==> config.mk <==
export PLATFORM = sky130hd
export DESIGN_NAME = cdb_arbiter
export DESIGN_NICKNAME = d
export VERILOG_FILES = /design/src/rtl/cdb_arbiter_pkg.sv /design/src/rtl/cdb_fifo.sv /design/src/rtl/cdb_arbiter.sv
export SDC_FILE = /design/constraint.sdc
export NUM_CORES = 1
export LEC_CHECK = 0
export BUFFER_PORTS_ARGS = -buffer_cell sky130_fd_sc_hd__clkbuf_2
export CAP_MARGIN = 20
export CORE_MARGIN = 1
export CORE_UTILIZATION = 30
export CTS_BUF_LIST = sky130_fd_sc_hd__clkbuf_16
export DETAILED_ROUTE_END_ITERATION = 12
export HOLD_SLACK_MARGIN = 0.1
export PLACE_DENSITY = 0.45
export SLEW_MARGIN = 20
export SYNTH_ARGS = -nofsm -noshare
export SYNTH_HDL_FRONTEND = slang
export SYNTH_SLANG_ARGS = --single-unit
==> constraint.sdc <==
create_clock -name clk -period 3.1 [get_ports clk]
set_input_delay 0.155 -clock clk [delete_from_list [all_inputs] [get_ports clk]]
set_output_delay 0.155 -clock clk [all_outputs]
set_load 0.02 [all_outputs]
==> src/rtl/cdb_arbiter_pkg.sv <==
// cdb_arbiter_pkg: shared CDB widths, queue depth and arbitration source encodings
package cdb_arbiter_pkg;
  localparam int CDB_QUEUE_DEPTH = 4;
  localparam int CDB_ROB_IDX_W = 4;
  localparam int CDB_DATA_W = 32;
  localparam logic CDB_SRC_ALU = 1'b0;
  localparam logic CDB_SRC_LSB = 1'b1;
endpackage

==> src/rtl/cdb_fifo.sv <==
// cdb_fifo: sync FIFO (push/pop/flush, full/empty, head) with enable freezing all state
module cdb_fifo #(
  parameter int DEPTH = 4,
  parameter int W = 36
) (
  input  logic         clk,
  input  logic         rst,
  input  logic         en,
  input  logic         flush,
  input  logic         push,
  input  logic         pop,
  input  logic [W-1:0] din,
  output logic         full,
  output logic         empty,
  output logic [W-1:0] head
);
  localparam int PW = $clog2(DEPTH);
  logic [W-1:0] mem [DEPTH];
  logic [PW-1:0] rp, wp;
  logic [PW:0] cnt;
  logic do_push, do_pop;
  assign full = cnt == (PW+1)'(DEPTH);
  assign empty = cnt == '0;
  assign head = mem[rp];
  assign do_push = push && !full;
  assign do_pop = pop && !empty;
  always_ff @(posedge clk)
    if (!rst && en && !flush && do_push) mem[wp] <= din;
  always_ff @(posedge clk) begin
    if (rst || (en && flush)) begin
      rp <= '0;
      wp <= '0;
      cnt <= '0;
    end else if (en) begin
      if (do_push) wp <= wp + PW'(1);
      if (do_pop) rp <= rp + PW'(1);
      cnt <= cnt + (PW+1)'(do_push) - (PW+1)'(do_pop);
    end
  end
endmodule

==> src/rtl/cdb_arbiter.sv <==
// cdb_arbiter: round-robin ALU/LSB result queues onto a registered CDB; CDB_BYPASS_EN enables 1-cycle bypass when idle
module cdb_arbiter
  import cdb_arbiter_pkg::*;
#(
  parameter int QUEUE_DEPTH = CDB_QUEUE_DEPTH,
  parameter int ROB_IDX_W = CDB_ROB_IDX_W,
  parameter int DATA_W = CDB_DATA_W
) (
  input  logic                 clk,
  input  logic                 rst_in,
  input  logic                 rdy_in,
  input  logic                 roll_back,
  input  logic                 alu_in_en,
  input  logic [ROB_IDX_W-1:0] alu_rob_idx_in,
  input  logic [DATA_W-1:0]    alu_val_in,
  output logic                 alu_full,
  input  logic                 lsb_in_en,
  input  logic [ROB_IDX_W-1:0] lsb_rob_idx_in,
  input  logic [DATA_W-1:0]    lsb_val_in,
  output logic                 lsb_full,
  output logic                 cdb_en,
  output logic [ROB_IDX_W-1:0] cdb_rob_idx,
  output logic [DATA_W-1:0]    cdb_val
);
  localparam int W = ROB_IDX_W + DATA_W;
  logic [W-1:0] alu_head, lsb_head, sel_word;
  logic alu_empty, lsb_empty, alu_push, lsb_push;
  logic gnt_alu, gnt_lsb, byp_alu, byp_lsb, sel_alu, sel_any, prio;
  assign gnt_alu = !alu_empty && (lsb_empty || prio == CDB_SRC_ALU);
  assign gnt_lsb = !lsb_empty && (alu_empty || prio == CDB_SRC_LSB);
`ifdef CDB_BYPASS_EN
  assign byp_alu = alu_in_en && alu_empty && lsb_empty;
  assign byp_lsb = lsb_in_en && !alu_in_en && alu_empty && lsb_empty;
`else
  assign byp_alu = 1'b0;
  assign byp_lsb = 1'b0;
`endif
  assign alu_push = alu_in_en && !byp_alu;
  assign lsb_push = lsb_in_en && !byp_lsb;
  assign sel_alu = gnt_alu || byp_alu;
  assign sel_any = sel_alu || gnt_lsb || byp_lsb;
  assign sel_word = gnt_alu ? alu_head : gnt_lsb ? lsb_head :
                    byp_alu ? {alu_rob_idx_in, alu_val_in} : {lsb_rob_idx_in, lsb_val_in};
  cdb_fifo #(.DEPTH(QUEUE_DEPTH), .W(W)) u_alu_q (
    .clk(clk), .rst(rst_in), .en(rdy_in), .flush(roll_back), .push(alu_push), .pop(gnt_alu),
    .din({alu_rob_idx_in, alu_val_in}), .full(alu_full), .empty(alu_empty), .head(alu_head)
  );
  cdb_fifo #(.DEPTH(QUEUE_DEPTH), .W(W)) u_lsb_q (
    .clk(clk), .rst(rst_in), .en(rdy_in), .flush(roll_back), .push(lsb_push), .pop(gnt_lsb),
    .din({lsb_rob_idx_in, lsb_val_in}), .full(lsb_full), .empty(lsb_empty), .head(lsb_head)
  );
  always_ff @(posedge clk) begin
    if (rst_in) begin
      cdb_en <= 1'b0;
      cdb_rob_idx <= '0;
      cdb_val <= '0;
      prio <= CDB_SRC_ALU;
    end else if (rdy_in) begin
      if (roll_back) begin
        cdb_en <= 1'b0;
        prio <= CDB_SRC_ALU;
      end else begin
        cdb_en <= sel_any;
        if (sel_any) begin
          {cdb_rob_idx, cdb_val} <= sel_word;
          prio <= sel_alu ? CDB_SRC_LSB : CDB_SRC_ALU;
        end
      end
    end
  end
endmodule

==> After elaboration in Yosys (flattened, before gate mapping) <==
Memories as Yosys holds them, arrays and structs flattened. A register that Yosys moved wholly into a read port is not among the register bits.
Cells that the tools add are included.
{ "word_totals": {"word_cells": 68, "memories": 2, "ff_bits": 52, "out_inout_bits": 39, "inputBits": 78, "ramBits": 288} }
{ "mem_list": {"columns": ["name", "depth", "width", "read_ports", "rd_ports_with_merged_regs", "wr", "line_no", "source"], "rows": [
  ["u_alu_q.mem", 4, 36, 1, 1, 1, "cdb_fifo.sv:18", "logic [W-1:0] mem [DEPTH];"],
  ["u_lsb_q.mem", 4, 36, 1, 1, 1, "cdb_fifo.sv:18", null]
]} }
{ "op_classes": {"n_eq_ne": 2, "n_reduce_logical": 30, "bitwise_logic": 2, "n_mux": 14, "addsub": 8} }
{ "op_table": {"columns": ["operator", "count"], "rows": [
  ["$mux 36", 2],
  ["$logic_and 1x1->1", 11],
  ["$reduce_and 2->1", 5],
  ["$add 2x1->2 const B", 4],
  ["$mux 1", 8],
  ["$mux 2", 4],
  ["$add 3x1->3", 2],
  ["$eq 3x3->1 const B", 2],
  ["$logic_not 1->1", 6],
  ["$logic_not 3->1", 2],
  ["$sub 3x1->3", 2],
  ["$logic_or 1x1->1", 4],
  ["$reduce_and 3->1", 1],
  ["$not 1->1", 2],
  ["$reduce_bool 2->1", 1]
]} }

==> Longest topological paths before layout <==
Gate-level depths: netlist of run 1.
{ "depth": {"depth_word": 7, "depth_mapped": 12, "mapped_depth_nobuf": 12} }

==> Cells and area by module <==
Synthesis of run 1 repeated with hierarchy kept, for this count alone.
{ "hier_totals": {"cells_unflattened": 729, "area_unflattened_um2": 13297.8} }
{ "by_module_without_submodules": {"columns": ["mod", "cells_per_inst", "instances", "area_each_um2", "seq_area_each_um2"], "rows": [
  ["cdb_fifo", 251, 2, 5735.5, 4504.3],
  ["cdb_arbiter", 227, 1, 1826.8, 760.7]
]} }

==> Worst setup path after synthesis of run 1 <==
No wires, ideal clock.
{ "synth_path": {"path_type": "register to register", "start": "register u_lsb_q.cnt[2]", "end": "register u_alu_q.cnt[2]", "required_time_ps": 2981, "path_buffers": 1, "setup_time_ps": 119, "path_stages_with_launch": 13, "arrival_ps": 2303, "synth_period_minus_slack_ps": 2422, "path_slack_ps": 678, "cell_sequence": "dfxtp_1 o31a_2 nor2_8 buf_4 ha_1 inv_1 ha_1 inv_1 fa_1 xor2_1 nand2_1 xor2_1 nor2_1"} }
{ "synth_via": {"elab_chain_cells": 5} }
{ "synth_rtl": {"columns": ["element", "line_no", "source"], "rows": [
  ["from (decl)", "cdb_fifo.sv:20", "logic [PW:0] cnt;"],
  ["from (signal assigned)", "cdb_fifo.sv:37", "cnt <= cnt + (PW+1)'(do_push) - (PW+1)'(do_pop);"],
  ["$logic_not 3->1", "cdb_fifo.sv:23", "assign empty = cnt == '0;"],
  ["$logic_or 1x1->1", "cdb_arbiter.sv:29", "assign gnt_alu = !alu_empty && (lsb_empty || prio == CDB_SRC_ALU);"],
  ["$logic_and 1x1->1", "cdb_arbiter.sv:29", null],
  ["$logic_and 1x1->1", "cdb_fifo.sv:26", "assign do_pop = pop && !empty;"],
  ["$sub 3x1->3", "cdb_fifo.sv:37", null],
  ["to (signal assigned)", "cdb_fifo.sv:37", null],
  ["to (decl)", "cdb_fifo.sv:20", null]
]} }
Every way passes these cells.
A chain may end at the register's enable or synchronous reset.

==> Final worst setup path of run 1 <==
{ "layout_path": {"start": "register u_alu_q.cnt[2]", "end": "register u_lsb_q.cnt[2]"} }
{ "layout_via": {"elab_chain_cells": 5} }
{ "layout_rtl": {"columns": ["element", "line_no", "source"], "rows": [
  ["$logic_not 3->1", "cdb_fifo.sv:23", null],
  ["$logic_or 1x1->1", "cdb_arbiter.sv:30", "assign gnt_lsb = !lsb_empty && (alu_empty || prio == CDB_SRC_LSB);"],
  ["$logic_and 1x1->1", "cdb_arbiter.sv:30", null],
  ["$logic_and 1x1->1", "cdb_fifo.sv:26", null],
  ["$sub 3x1->3", "cdb_fifo.sv:37", null]
]} }
Every way passes these cells.

==> run summary, run 1 <==
status = finished, final reports clean
post-DP HPWL = 19.5 mm
Die ar. = 45500 sq um
hold depth = 4
Setup Slack @ Placement = 0.633 ns
gpl congestion = 0.699
Hold Path Class = input pin to flop
post-synth cell types = 43
largest family of logic cells by synthesized area = multiplexers
Max FO, Critical Path = 6
Reg clk slew, reported paths = 0.06 ns
post-route minimum period = 2.44 ns
mapped cell area = 13400 sq um
post-synthesis compound-gate area fraction = 6.17%
post-layout net count = 1010
R2R Setup Slk = 0.66 ns
sw power = 0.00321 W
clk sink count = 344
multiplexer share of the synthesized area = 13.4%
Tot GR Track Use = 14.6%
initial antenna violation count = 3
initial cell density of the core = 30.4%
wirelength, routed = 32.3 mm
DRT iter0 DRCs = 449
CTS H-tree lvls = 2
clock network power share = 36.5%
critical register-to-register path startpoint = u_alu_q.cnt[2]
Max Slew Vio Count = 0
synth warn = 0
Sw Share = 26.8%
design area = 16700 sq um
Synth Area in Adders = 1.42%
Seq/Total Area, Yosys = 72.9%
Final setup violation count = 0
endpoint type of the worst setup path = flop
Worst Hold End = u_alu_q.wp[0]
Antenna Violating Nets Remaining = 0
Final Cycle Share = 78.8%
setup tns final = 0 ns
DP Area = 14800 sq um
Vias/cell = 4.65
unrepaired setup endpoints after global routing = no
Core Util, Final = 37.9%
P_int = 0.00879 W
Avg Cell Area, Syn = 19.1 sq um
vias in the first global route = 7617
Seq pwr share = 45.1%
Pleak = 5.68 nW
First-pass DRT Iterations = 4
Fmax = 409 MHz
Fin Clk Skew = 0.0138 ns
first-pass GRT wire length = 48.1 mm
largest net degree at the start of global routing = 39
simple-gate share of the synthesized area = 3.17%
post-CTS setup buffer count = 0
post-synth top area cell = edfxtp_1
number of fill cells in the layout = 4198
CTS tree = done
Die Span Y = 213 microns
DR WL/cell = 21.0 microns
power density cells = 717 nW/um^2
Worst Hold Launch = alu_in_en
Fin. Hold Viols = 0
Setup CP Type = flop to flop
worst flop-to-flop path endpoint = u_lsb_q.cnt[2]
layout cells sized above 1 = 26.9%
critical path arrival = 2.83 ns
Worst Path Required = 3.49 ns
ranking of synthesized cells by area = edfxtp_1 65%, dfxtp_1 8.4%, mux4_1 6.7%
core area = 44100 sq um
Max-Cap Viols = 0
register bit total from synthesis = 344
r2r worst-path depth = 12
GRT overflow = 0
# port buffers = 116
DRC Markers = 0
max_slew headroom = 38.8%
worst vdd rail ir drop = 349 uV
Worst Tran Pin Value = 0.914 ns
DR vias = 7165
net count after synthesis = 792
clk root buf = clkbuf_16
top-area cell type share of the netlist area = 64.6%
Clock Latency Late Sink = 0.52 ns
CTS Buf Count = 39
Synth-to-Final Area Change = 25.0%
Clock Path Buffers = 3
IO Count = 117
CP Launch Type = flop
cell count after synthesis = 700
final worst setup slack = 0.656 ns
Rows = 77
die width = 213 microns
XOR/XNOR share of the synthesized area = 0.654%
Logic pwr share = 18.4%
## power groups by stage
| stage | Clock [W] | Sequential [W] | Combinational [W] |
|---|---|---|---|
| 2_1_floorplan | 0 | 0.00558 | 0.00144 |
| 3_3_place_gp | 0 | 0.00552 | 0.00216 |
| 3_5_place_dp | 0 | 0.00552 | 0.00217 |
| 4_1_cts | 0.00452 | 0.00542 | 0.00226 |
| 5_1_grt | 0.00470 | 0.00544 | 0.00245 |
| 6_report | 0.00438 | 0.00541 | 0.00221 |
## layer usage
| metal | vias to the layer above | global-route usage [%] | part of all wire, % | routed length [microns] |
|---|---|---|---|---|
| li1 | 3297 | - | - | - |
| met1 | 3698 | 19.2 | 46 | 14700 |
| met2 | 129 | 24.6 | 49 | 15900 |
| met3 | 39 | 2.87 | 3.8 | 1240 |
| met4 | 2 | 3.47 | 1.3 | 411 |
| met5 | - | 0 | 0.040 | 13 |
## metrics by stage
step | hold WS, ns | total power (W) | std cells
6_report | 0.122 | 0.0120 | 1542
5_1_grt | 0.159 | 0.0126 | 1542
4_1_cts | 0.105 | 0.0122 | 1540
3_5_place_dp | 0.376 | 0.00769 | 1394
3_3_place_gp | 0.375 | 0.00768 | 1394
2_1_floorplan | 0.254 | 0.00702 | 700
## worst max-delay path by stage
| stage | startpoint | endpoint | cells after the start | slack (ns) |
|---|---|---|---|---|
| after floorplan | u_lsb_q.cnt[2] | u_alu_q.cnt[2] | 12 | 0.68 |
| after global routing | u_alu_q.cnt[1] | u_lsb_q.cnt[2] | 12 | 0.43 |
| after detailed placement | u_alu_q.cnt[2] | u_lsb_q.cnt[2] | 12 | 0.63 |
| after CTS | u_alu_q.cnt[2] | u_lsb_q.cnt[2] | 12 | 0.63 |
| final | u_alu_q.cnt[2] | u_lsb_q.cnt[2] | 12 | 0.66 |
| after global placement | u_alu_q.cnt[2] | u_lsb_q.cnt[2] | 12 | 0.62 |
## cells in the mapped netlist
master and count:
a211oi_1 31, a211oi_2 6, a21o_1 1, a21oi_1 1, a21oi_2 1, a22oi_1 36
a311oi_2 1, and2_1 10, buf_1 1, buf_2 16, buf_4 5, buf_6 9
clkbuf_1 7, clkbuf_2 2, dfxtp_1 56, edfxtp_1 288, fa_1 2, ha_1 12
inv_1 13, mux2i_1 4, mux4_1 34, mux4_2 38, nand2_1 3, nand2_2 2
nand2b_1 1, nand3_1 2, nand4b_1 1, nor2_1 56, nor2_8 1, nor2b_1 1
nor3_1 2, nor3_4 1, nor3b_1 2, o2111ai_1 1, o211ai_1 1, o21ai_0 26
o21ai_1 11, o31a_2 1, or3_1 1, or3_4 1, or3b_1 2, xnor2_1 3
xor2_1 7
## sequential cells by signal, indices dropped and copies added, names as in the netlist, named ones only
register and cells:
prio 1, u_lsb_q.rp 2, u_alu_q.cnt 3, cdb_val 32, cdb_rob_idx 4, u_lsb_q.cnt 3, u_lsb_q.wp 2, u_alu_q.rp 2
u_lsb_q.mem 144, u_alu_q.mem 144, u_alu_q.wp 2, cdb_en 1
## logic make-up (layout without fill, tap and decap cells)
logic type	Yosys count	count (layout)
compound gates	117	117
fa+ha+maj	14	14
flops	344	344
mux	76	76
xor+xnor	10	10
simple gates	86	86
other cells	0	2
buf+inv	53	301
## final cells by class
cell class / count / area (sq um) / share of cell area [%]
antenna: 2 / 5.00 / 0.0299
clock buffer: 41 / 1030 / 6.13
clock inverter: 30 / 200 / 1.20
inverter: 13 / 48.8 / 0.291
multi-input combinational: 303 / 3330 / 19.9
sequential: 344 / 9770 / 58.4
tap: 592 / 741 / 4.42
timing repair buffer: 217 / 1610 / 9.64
## cell usage in the layout (no fill, tap or decap), drive strengths merged, types with 27 or more instances in the layout
cell type / instances
edfxtp: 288
clkbuf: 157
dlygate4sd3: 75
mux4: 72
nor2: 57
dfxtp: 56
a211oi: 37
o21ai: 37
a22oi: 36
inv: 27
## repair_timing
action | in CTS | in global routing
hold buffers | 75 | 0
endpoints found under the hold margin | 292 | 0
resized for setup | 0 | 0
## critical path, stage by stage (launching register included)
cell and delay [ns]:
dfxtp_1 0.35, nor3_4 0.45, nor2_1 0.10, nor2_1 0.12, ha_1 0.23, inv_1 0.05, ha_1 0.13, inv_1 0.05
fa_1 0.39, xor2_1 0.15, nand2_1 0.09, xor2_1 0.15, nor2_1 0.05
Note: power is estimated with default switching activity, not from simulation.
==> inputs of run 2 (changes only) <==
Settings changed: ABC_AREA set to 1.
Clock period 3.1 ns to 2.51 ns, I/O delays scaled along.
==> run summary, run 2 <==
asr flop ratio synth = 0%
met3 WL = 1.51 mm
Avg Cell Area, Syn = 9.58 sq um
post-synth cell types = 26
Worst Tran Pin Value = 0.946 ns
Fin Clk Skew = 0.0178 ns
Max FO, Critical Path = 4
layout cells sized above 1 = 14.3%
IO Count = 117
cell count after synthesis = 1588
core area = 50100 sq um
DR vias = 10326
post-layout net count = 1872
power density cells = 957 nW/um^2
CTS tree = done
gpl congestion = 0.798
CTS Buf Count = 38
Fin. Hold Viols = 0
DP Area = 16700 sq um
final worst setup slack = 0.215 ns
GRT overflow = 0
Reg clk slew, reported paths = 0.06 ns
Rows = 82
top-count cell post-synth = nand2_1
post-route minimum period = 2.30 ns
design area = 18800 sq um
DRT iter0 DRCs = 644
initial cell density of the core = 30.4%
# port buffers = 116
Worst Path Required = 2.92 ns
top routing layer in use = met5
Seq/Total Area, Yosys = 64.2%
synth warn = 0
met2 wire length = 17.8 mm
number of synthesized flops with an enable pin = 288
post-synth top area cell = edfxtp_1
Die Span Y = 227 microns
Setup CP Type = flop to flop
most frequent cells in the layout = 524 x nand2_1, 288 x edfxtp_1, 285 x inv_1
clk root buf = clkbuf_16
Tot GR Track Use = 14.9%
Final Cycle Share = 91.5%
CTS H-tree lvls = 2
net count after synthesis = 1680
Final setup violation count = 0
DR WL/cell = 15.3 microns
mapped cell area = 15200 sq um
Pleak = 8.23 nW
Hold Path Class = input pin to flop
unrepaired setup endpoints after global routing = no
Die ar. = 51600 sq um
clk sink count = 344
DRC Markers = 0
Setup Slack @ Placement = 0.186 ns
Max-Cap Viols = 0
die width = 227 microns
top-area cell type share of the netlist area = 56.8%
Clock Latency Late Sink = 0.54 ns
wire length on met1 = 18.0 mm
endpoint type of the worst setup path = flop
Fmax = 436 MHz
Antenna Violating Nets Remaining = 0
largest registers = u_alu_q.mem (144), u_lsb_q.mem (144), cdb_val (32)
CP Launch Type = flop
Synth Flop Type = edfxtp_1
largest net degree at the start of global routing = 74
Post-synth top cells = 525 x nand2_1, 288 x edfxtp_1, 280 x inv_1
first-pass GRT wire length = 58.8 mm
Max Slew Vio Count = 0
most common cell after layout, fill and taps aside = nand2_1
First-pass DRT Iterations = 5
worst vdd rail ir drop = 666 uV
ranking of synthesized cells by area = edfxtp_1 57%, nand2_1 13%, dfxtp_1 7.4%
wirelength, routed = 38.0 mm
post-DP HPWL = 23.5 mm
Synth-to-Final Area Change = 23.5%
Clock Path Buffers = 3
vias in the first global route = 10131
initial antenna violation count = 3
register bit total from synthesis = 344
critical path arrival = 2.71 ns
status = finished, final reports clean
max_slew headroom = 36.5%
Vias/cell = 4.16
-- run 2: path summary, 6_finish.rpt --
check / from / end / slack (ns) / cells past startpoint
worst max-delay path: u_lsb_q.cnt[1] / u_alu_q.cnt[2] / 0.21 / 14
worst max register to register: u_lsb_q.cnt[1] / u_alu_q.cnt[2] / 0.21 / 14
worst min-delay path: alu_val_in[4] / u_alu_q.mem[3][4] / 0.36 / 2
worst min register to register: u_alu_q.cnt[2] / u_alu_q.cnt[2] / 0.45 / 1
-- run 2: final cells by class --
cell class	count	area [sq um]
multi-input combinational	888	4060
fill	5055	31300
clock buffer	42	1050
inverter	286	1070
clock inverter	28	253
tap	672	841
antenna	1	2.50
sequential	344	9770
timing repair buffer	222	1750
-- run 2: timing repair --
| action | in CTS | in global routing |
|---|---|---|
| hold endpoints to repair | 337 | 0 |
| gates resized for setup | 0 | 1 |
| hold buffers | 78 | 0 |
| setup endpoints to repair | 0 | 1 |
| buffers inserted | 0 | 0 |
-- run 2: critical path: stages (launching register included) --
cell	delay, ns
dfxtp_2	0.36
inv_1	0.10
nand3_4	0.13
nand2_1	0.08
nand2_2	0.07
inv_1	0.05
ha_1	0.26
inv_1	0.06
ha_1	0.15
inv_1	0.06
fa_1	0.43
o21ai_0	0.16
a21oi_1	0.07
o21ai_0	0.15
a21oi_1	0.05
-- run 2: routing by layer --
metal / global-route usage (%) / vias to the layer above
met2: 24.7 / 171
met5: 0 / -
met1: 20.2 / 4697
met4: 3.77 / 4
met3: 2.43 / 54
li1: - / 5400
-- run 2: logic make-up after synthesis --
| family | Yosys count | share of synthesized area, % |
|---|---|---|
| xor+xnor | 1 | 0.0576 |
| fa+ha+maj | 14 | 1.25 |
| simple gates | 806 | 21.7 |
| flops | 344 | 64.2 |
| buf+inv | 356 | 9.60 |
| compound gates | 67 | 3.22 |
-- run 2: report_power, final --
group / internal (W) / switching, W / leakage, nW
Clock: 0.00352 / 0.00225 / 0.667
Combinational: 0.00166 / 0.00377 / 4.51
Sequential: 0.00654 / 0.000242 / 3.05
-- run 2: metrics by stage --
stage	hold slack (ns)	total power [W]	utilization [%]	cells	TNS [ns]
finish	0.364	0.0180	37.5	2483	0
global route	0.363	0.0191	37.5	2483	0
CTS	0.337	0.0182	37.5	2482	0
detailed placement	0.346	0.0123	33.4	2334	0
global placement	0.347	0.0123	33.4	2334	0
floorplan	0.195	0.0107	-	1588	-55.55
==> inputs of run 3 (changes only) <==
Settings changed: ABC_AREA 1 to not set.
==> run summary, run 3 (synthesized netlist as in run 1, its figures left out) <==
CTS Buf Count = 40
CP top delay family = adder cells
Antenna Violating Nets Remaining = 0
clk sink count = 344
endpoint type of the worst setup path = flop
wirelength, routed = 33.2 mm
clk root buf = clkbuf_16
DRC Markers = 0
Synth-to-Final Area Change = 26.7%
Die ar. = 45500 sq um
IO Count = 117
post-layout net count = 1024
DRT iter0 DRCs = 467
first-pass GRT wire length = 49.3 mm
layout cells sized above 1 = 27.9%
Crit-path slowest cell = fa_1
vias in the first global route = 7745
DR WL/cell = 21.3 microns
most frequent cells in the layout = 288 x edfxtp_1, 116 x clkbuf_2, 76 x dlygate4sd3_1
Final setup violation count = 0
status = finished, final reports clean
First-pass DRT Iterations = 5
setup tns final = 0 ns
DP Area = 15000 sq um
gpl congestion = 0.718
cell breakdown of the critical path = o31a_2 > nor2_8 > ha_1 > inv_1 > ha_1 > inv_1 > fa_1 > xor2_1 > nand2_1 > xor2_1 > nor2_1
post-DP HPWL = 20.3 mm
largest net degree at the start of global routing = 39
Fin. Hold Viols = 0
post-route minimum period = 2.30 ns
largest registers = u_alu_q.mem (144), u_lsb_q.mem (144), cdb_val (32)
Die Span Y = 213 microns
Tot GR Track Use = 15.0%
PostCTS Resize Cnt = 0
Final Cycle Share = 91.5%
Clock Path Buffers = 3
CP Launch Type = flop
# port buffers = 116
initial cell density of the core = 30.4%
Setup CP Type = flop to flop
Max FO, Critical Path = 5
Max Slew Vio Count = 0
Pleak = 5.76 nW
design area = 17000 sq um
worst vdd rail ir drop = 471 uV
Fmax = 435 MHz
die width = 213 microns
power density cells = 879 nW/um^2
initial antenna violation count = 1
Bufs and invs on worst path = 2
Max-Cap Viols = 0
max_slew headroom = 56.2%
unrepaired setup endpoints after global routing = no
max incr delay on CP = 0.42 ns
Worst Path Required = 2.92 ns
Fin Clk Skew = 0.0184 ns
Worst Tran Pin Value = 0.657 ns
DR vias = 7294
GRT overflow = 0
CTS tree = done
critical path arrival = 2.70 ns
Rows = 77
Hold Path Class = input pin to flop
Reg clk slew, reported paths = 0.06 ns
most common cell after layout, fill and taps aside = edfxtp_1
Vias/cell = 4.69
CTS H-tree lvls = 2
core area = 44100 sq um
Clock Latency Late Sink = 0.55 ns
run 3: cell count changes in the layout (fill, tap and decap cells not counted), sizes merged, moves of 6 or more:
cell,change
nand3,-182
a211oi,+37
inv,-263
xor2,+6
buf,+10
a21oi,-52
o21ai,+26
a22oi,+36
and2,+10
nand2,-521
mux4,+72
nor2,-35
run 3: where the power goes:
group          total [W]  internal [W]  switching [W]
Combinational    0.00290       0.00124        0.00166
Clock            0.00539       0.00311        0.00228
Sequential       0.00664       0.00645       0.000188
run 3: layout make-up:
cell class                      instances  area (sq um)
Fill cell                            4182         27100
Sequential cell                       344          9770
Clock buffer                           40          1000
Antenna cell                            1          2.50
Timing Repair Buffer                  230          1860
Inverter                               13          48.8
Clock inverter                         32           210
Tap cell                              592           741
Multi-Input combinational cell        303          3330
run 3: worst paths after layout:
path,depth (start not counted),to,slack [ns],from
max,11,u_alu_q.cnt[2],0.21,u_lsb_q.cnt[2]
min,4,u_lsb_q.wp[0],0.12,lsb_in_en
max reg2reg,11,u_alu_q.cnt[2],0.21,u_lsb_q.cnt[2]
min reg2reg,2,cdb_val[31],0.50,cdb_val[31]
run 3: tightest hold or removal path, cell delays in order:
cell      delay (ns)
clkbuf_2        0.10
nand3_1         0.22
xnor2_1         0.10
nor2_1          0.07
run 3: repair_timing:
action                    4_1_cts  5_1_grt
buffers inserted                0        0
hold buffers                   76        0
hold endpoints to repair      297        0
run 3: through the flow:
stage	util, %	setup slack [ns]	std cells	power [W]	hold WS, ns
global route	38.5	0.00478	1555	0.0156	0.142
detailed placement	34.0	0.202	1406	0.00961	0.346
global placement	34.0	0.184	1406	0.00959	0.347
CTS	38.5	0.193	1554	0.0152	0.127
floorplan	-	0.0881	700	0.00867	0.224
finish	38.5	0.214	1555	0.0149	0.120
run 3: routing by layer:
| metal | track usage (%) | vias to the layer above | share of wire, % |
|---|---|---|---|
| met4 | 4.14 | 0 | 2.1 |
| met5 | 0 | - | 0 |
| li1 | - | 3336 | - |
| met2 | 24.3 | 164 | 48 |
| met3 | 3.47 | 58 | 4.7 |
| met1 | 20.3 | 3736 | 46 |
